## config.mk

```make
export PLATFORM = sky130hd
export DESIGN_NAME = parking_ctrl
export DESIGN_NICKNAME = d
export VERILOG_FILES = /design/src/rtl/parking_pkg.sv /design/src/rtl/parking_occ_cnt.sv /design/src/rtl/parking_ctrl.sv
export SDC_FILE = /design/constraint.sdc
export NUM_CORES = 1
export LEC_CHECK = 0
export CORE_AREA = 2 2 39 41
export CTS_BUF_LIST = sky130_fd_sc_hd__clkbuf_8
export DETAILED_ROUTE_END_ITERATION = 16
export DIE_AREA = 0 0 41 43
export GPL_ROUTABILITY_DRIVEN = 0
export SYNTH_ARGS = -nofsm -noshare
export SYNTH_HDL_FRONTEND = slang
export SYNTH_SLANG_ARGS = --single-unit
```

## constraint.sdc

```tcl
create_clock -name clk -period 2.25 [get_ports clk]
set_input_delay 0.45 -clock clk [delete_from_list [all_inputs] [get_ports clk]]
set_output_delay 0.45 -clock clk [all_outputs]
set_load 0.05 [all_outputs]
```

## src/rtl/parking_pkg.sv

```systemverilog
// Shared types and default sizing for the parking controller.
package parking_pkg;

  localparam int unsigned CAPACITY_DEF = 15;
  localparam int unsigned TIMEOUT_DEF  = 16;
  localparam int unsigned CNT_W_DEF    = 4;

  typedef enum logic [1:0] {
    G_IDLE    = 2'b00,
    G_OPEN    = 2'b01,
    G_CLOSING = 2'b10
  } gate_state_t;

endpackage

```

## src/rtl/parking_occ_cnt.sv

```systemverilog
// Occupancy counter: saturating up/down count, full decode and sticky err.
module parking_occ_cnt
  import parking_pkg::*;
#(
  parameter int unsigned CAPACITY = CAPACITY_DEF,
  parameter int unsigned CNT_W    = CNT_W_DEF
) (
  input  logic             clk,
  input  logic             reset,
  input  logic             car_in,
  input  logic             car_out,
  output logic [CNT_W-1:0] count,
  output logic             full,
  output logic             err
);

  localparam logic [CNT_W-1:0] CAP = CNT_W'(CAPACITY);

  if (CAPACITY < 1 || CAPACITY > 255 || CAPACITY >= (1 << CNT_W)) begin : g_bad_cap
    $error("parking_occ_cnt: CAPACITY out of range for CNT_W");
  end

  // Simultaneous in/out nets to zero and is never an error, even at the limits.
  always_ff @(posedge clk) begin
    if (reset) begin
      count <= '0;
      err   <= 1'b0;
    end else begin
      case ({car_in, car_out})
        2'b10: if (count == CAP) err <= 1'b1; else count <= count + 1'b1;
        2'b01: if (count == '0)  err <= 1'b1; else count <= count - 1'b1;
        default: ;
      endcase
    end
  end

  assign full = (count == CAP);

endmodule

```

## src/rtl/parking_ctrl.sv

```systemverilog
// Parking lot entry gate controller with occupancy tracking.
// Optional gate auto-close enabled by defining PARKING_TIMEOUT_EN.
module parking_ctrl
  import parking_pkg::*;
#(
  parameter int unsigned CAPACITY = CAPACITY_DEF,
  parameter int unsigned CNT_W    = CNT_W_DEF,
  parameter int unsigned TIMEOUT  = TIMEOUT_DEF
) (
  input  logic             clk,
  input  logic             reset,
  input  logic             entry_req,
  input  logic             car_in,
  input  logic             car_out,
  output logic             gate_open,
  output logic             full,
  output logic [CNT_W-1:0] count,
  output logic             denied,
  output logic             err
);

  if (TIMEOUT < 1 || TIMEOUT > 255) begin : g_bad_tmo
    $error("parking_ctrl: TIMEOUT must be 1..255");
  end

  gate_state_t state_q, state_d;
  logic        expire;

  parking_occ_cnt #(
    .CAPACITY (CAPACITY),
    .CNT_W    (CNT_W)
  ) u_occ (
    .clk     (clk),
    .reset   (reset),
    .car_in  (car_in),
    .car_out (car_out),
    .count   (count),
    .full    (full),
    .err     (err)
  );

`ifdef PARKING_TIMEOUT_EN
  logic [7:0] tmo_q;

  // Counts cycles spent in G_OPEN; zero on the first open cycle.
  always_ff @(posedge clk) begin
    if (reset || state_q != G_OPEN) tmo_q <= '0;
    else                            tmo_q <= tmo_q + 1'b1;
  end

  assign expire = (state_q == G_OPEN) && (tmo_q == 8'(TIMEOUT - 1));
`else
  assign expire = 1'b0;
`endif

  always_ff @(posedge clk) begin
    if (reset) begin
      state_q <= G_IDLE;
      denied  <= 1'b0;
    end else begin
      state_q <= state_d;
      denied  <= (state_q == G_IDLE) && entry_req && full;
    end
  end

  always_comb begin
    state_d = state_q;
    case (state_q)
      G_IDLE:    if (entry_req && !full) state_d = G_OPEN;
      // car_in wins over a simultaneous expiry; both lead to G_CLOSING.
      G_OPEN:    if (car_in || expire)   state_d = G_CLOSING;
      G_CLOSING: state_d = G_IDLE;
      default:   state_d = G_IDLE;
    endcase
  end

  assign gate_open = (state_q == G_OPEN);

endmodule
```

==> impl_metrics.tcl <==
set metrics [dict create \
    cap_violations 0 \
    reg2reg_slack_ns 0.63 \
    wl_um 1066 \
    core-area_um2 1384 \
    grtUsageMet2_pct 20.94 \
    r2r_cells 6 \
    syn_nets 66 \
    placed_cells 91 \
    ys.flop_type "dfxtp_1" \
    grt_max_degree 10 \
    skew_ns 0.004475 \
    synth_cell_types 30 \
    overflow 0 \
    grt_pass1_wl_um 1718 \
    critPathRequiredTime_ns 2.41 \
    start_kind "primary input" \
    cts_buffer_depth 2 \
    grt_usage_pct 14.57 \
    max-slew-margin-rel_pct 66.68 \
    cts_sinks 8 \
    ant_nets 0 \
    ctsHoldBuffers 0 \
    powerDensity_nw_per_um2 689.2 \
    die_y_um 43 \
    grt_busiest_layer "met2" \
    drc 0 \
    worst_pin_slew_ns 0.4983 \
    report.power.total_w 0.0004941 \
    initial_utilization_pct 35.08 \
    setup_viol 0 \
    syn_area_um2 485.5 \
    drt-wirelength-per-cell_um 11.34 \
    regArea_um2 160.2 \
    slew_violations 0 \
    detail_route.vias_per_cell 4.936 \
    fin_crit_sh_pct 95.33 \
    path_cells "clkdlybuf4s50_1 > inv_1 > ha_1 > xor2_1 > ha_1 > a21oi_1 > xor2_1 > or4_1 > a21oi_1" \
    worst_path_largest_cell_delay_ns 0.48 \
    post_cts_buffers 0 \
    grt_util_met3_pct 4.712 \
    antenna_found_initial 0 \
    h-tree-depth 1 \
    layout_commonest_cell "clkdlybuf4s50_1" \
    arrival_ns 2.31 \
    drive_gt1_share_pct 23.08 \
    critPathSlowestCell "clkdlybuf4s50_1" \
    cts_tree "done" \
    ys_top_cells_by_area "dfxtp_1 33%, ha_1 10%, a21oi_1 6.2%" \
    n_fill_cell 140 \
    synth_top_area_share_pct 32.99 \
    dpl.hpwl_um 809.6 \
    synth-edff-count 0 \
    cts-buffers-inserted 3 \
    root_buffer "clkbuf_8" \
    insertion_delay_ns 0.23 \
    vias 464 \
    fp-row-count 14 \
    ys_ff_latch 8 \
    rr_startpoint "u_occ.count[1]" \
    port_buffers 12 \
    final_cell_mix "11 x clkdlybuf4s50_1, 9 x buf_4, 8 x dfxtp_1, 6 x a21oi_1, 5 x inv_1" \
    p_leak_nw 0.3121 \
    dr.pass1.iters 4 \
    grt_setup_unrepaired "false" \
    syn_inst 57 \
    async_flop_share_pct 0 \
    timing.final.crit_period_ns 2.145 \
    antenna_cells 0 \
    use_met1_pct 19.35 \
    ioPinCount 13 \
    synth_top_area_cell "dfxtp_1" \
    chipWidth_um 41 \
    fin_nets 89 \
    grt_pass1_vias 409 \
    fmax_ghz 0.4662 \
    path_clk_slew_ns 0.04 \
    hold_depth 2 \
    first_iter_violations 10 \
    hold_end "u_occ.err" \
    finalNonFillerCells 94 \
    hold_path_startpoint "u_occ.err" \
    dieArea_um2 1763 \
    crit_fanout 2 \
    synth_warnings 0 \
    status "complete, no violations" \
    r2r-end "u_occ.count[2]" \
    synth_area_per_cell_um2 8.517 \
    hold_class "register to register" \
    vdd_drop_max_uv 313.1 \
    area_growth_syn_to_layout_pct 47.68 \
    multi_input_area_um2 295.3 \
    end_kind "register" \
    hold_viol 0 \
    criticalPathCategory "primary input to register" \
    seq_area_frac_synth_pct 32.99 \
    cts-resized-gates 0 \
]
-- critical path: cells and delay by family --
kind / cells / cell delay [ns]
AOI/OAI and AO/OA: 2 / 0.28
adders and majority gates: 2 / 0.40
buffers and inverters: 2 / 0.54
and+or+nand+nor: 1 / 0.39
xor gates and xnor gates: 2 / 0.24
-- through the flow --
step	hold slack (ns)	setup TNS (ns)	utilization [%]	area, um^2	setup WS (ns)
after floorplan	0.4308	0	-	485.5	0.2284
after global placement	0.4365	-0.1737	48.82	675.6	-0.1093
after detailed placement	0.4388	-0.1708	48.82	675.6	-0.1314
after CTS	0.4450	0	51.81	716.9	0.09933
after global routing	0.4591	0	51.81	716.9	0.03283
final	0.4410	0	51.81	716.9	0.1051
-- layer usage --
layer / up-vias / share of wire, % / wire length (um)
met2: 7 / 50 / 535
met4: 0 / 0.66 / 7
met5: - / 0 / 0
met3: 2 / 2.1 / 22
li1: 244 / - / -
met1: 211 / 47 / 501
-- Yosys cell counts (2+ instances only) --
| cell type | instances |
|---|---|
| inv_1 | 5 |
| nor2_1 | 2 |
| nand2b_1 | 2 |
| nand2_1 | 3 |
| clkbuf_1 | 2 |
| nor2b_1 | 2 |
| xor2_1 | 2 |
| ha_1 | 4 |
| a21oi_1 | 6 |
| dfxtp_1 | 8 |
| o21ai_0 | 2 |
-- worst max path at each step --
stage | endpoint | from | depth (start not counted)
2_1_floorplan | u_occ.count[2] | car_in | 9
3_5_place_dp | u_occ.count[2] | car_in | 9
5_1_grt | u_occ.count[2] | car_in | 9
4_1_cts | u_occ.count[2] | car_in | 9
3_3_place_gp | u_occ.count[2] | car_in | 9
6_report | u_occ.count[2] | car_in | 9
-- layout make-up --
cell class                 instances  share of cell area [%]
clock buffer                       3                   5.759
inverter                           6                   3.141
multi-input combinational         41                   41.19
sequential                         8                   22.34
tap                               16                   2.792
timing repair buffer              20                   24.78
-- flip-flops by register name, summed over array words and instances (netlist names) --
register,flops
u_occ.count,4
state_q,2
denied,1
u_occ.err,1
-- power by group --
group,total (W),switching (W),internal (W)
registers,0.000173,0.0000181,0.000155
logic,0.000149,0.0000805,0.0000680
clock network,0.000173,0.0000570,0.000116
total,0.000494,0.000156,0.000339
-- cells by family (layout without fill, tap and decap cells) --
logic type	count (synthesis)	count (layout)	synth area share [%]
AOI/OAI and AO/OA	15	15	19.59
xor gates and xnor gates	2	2	3.609
adders and majority gates	4	4	10.31
buffers and inverters	8	29	6.186
DFF	8	8	32.99
and+or+nand+nor	20	20	27.32
Power figures use the tool's default switching activity.
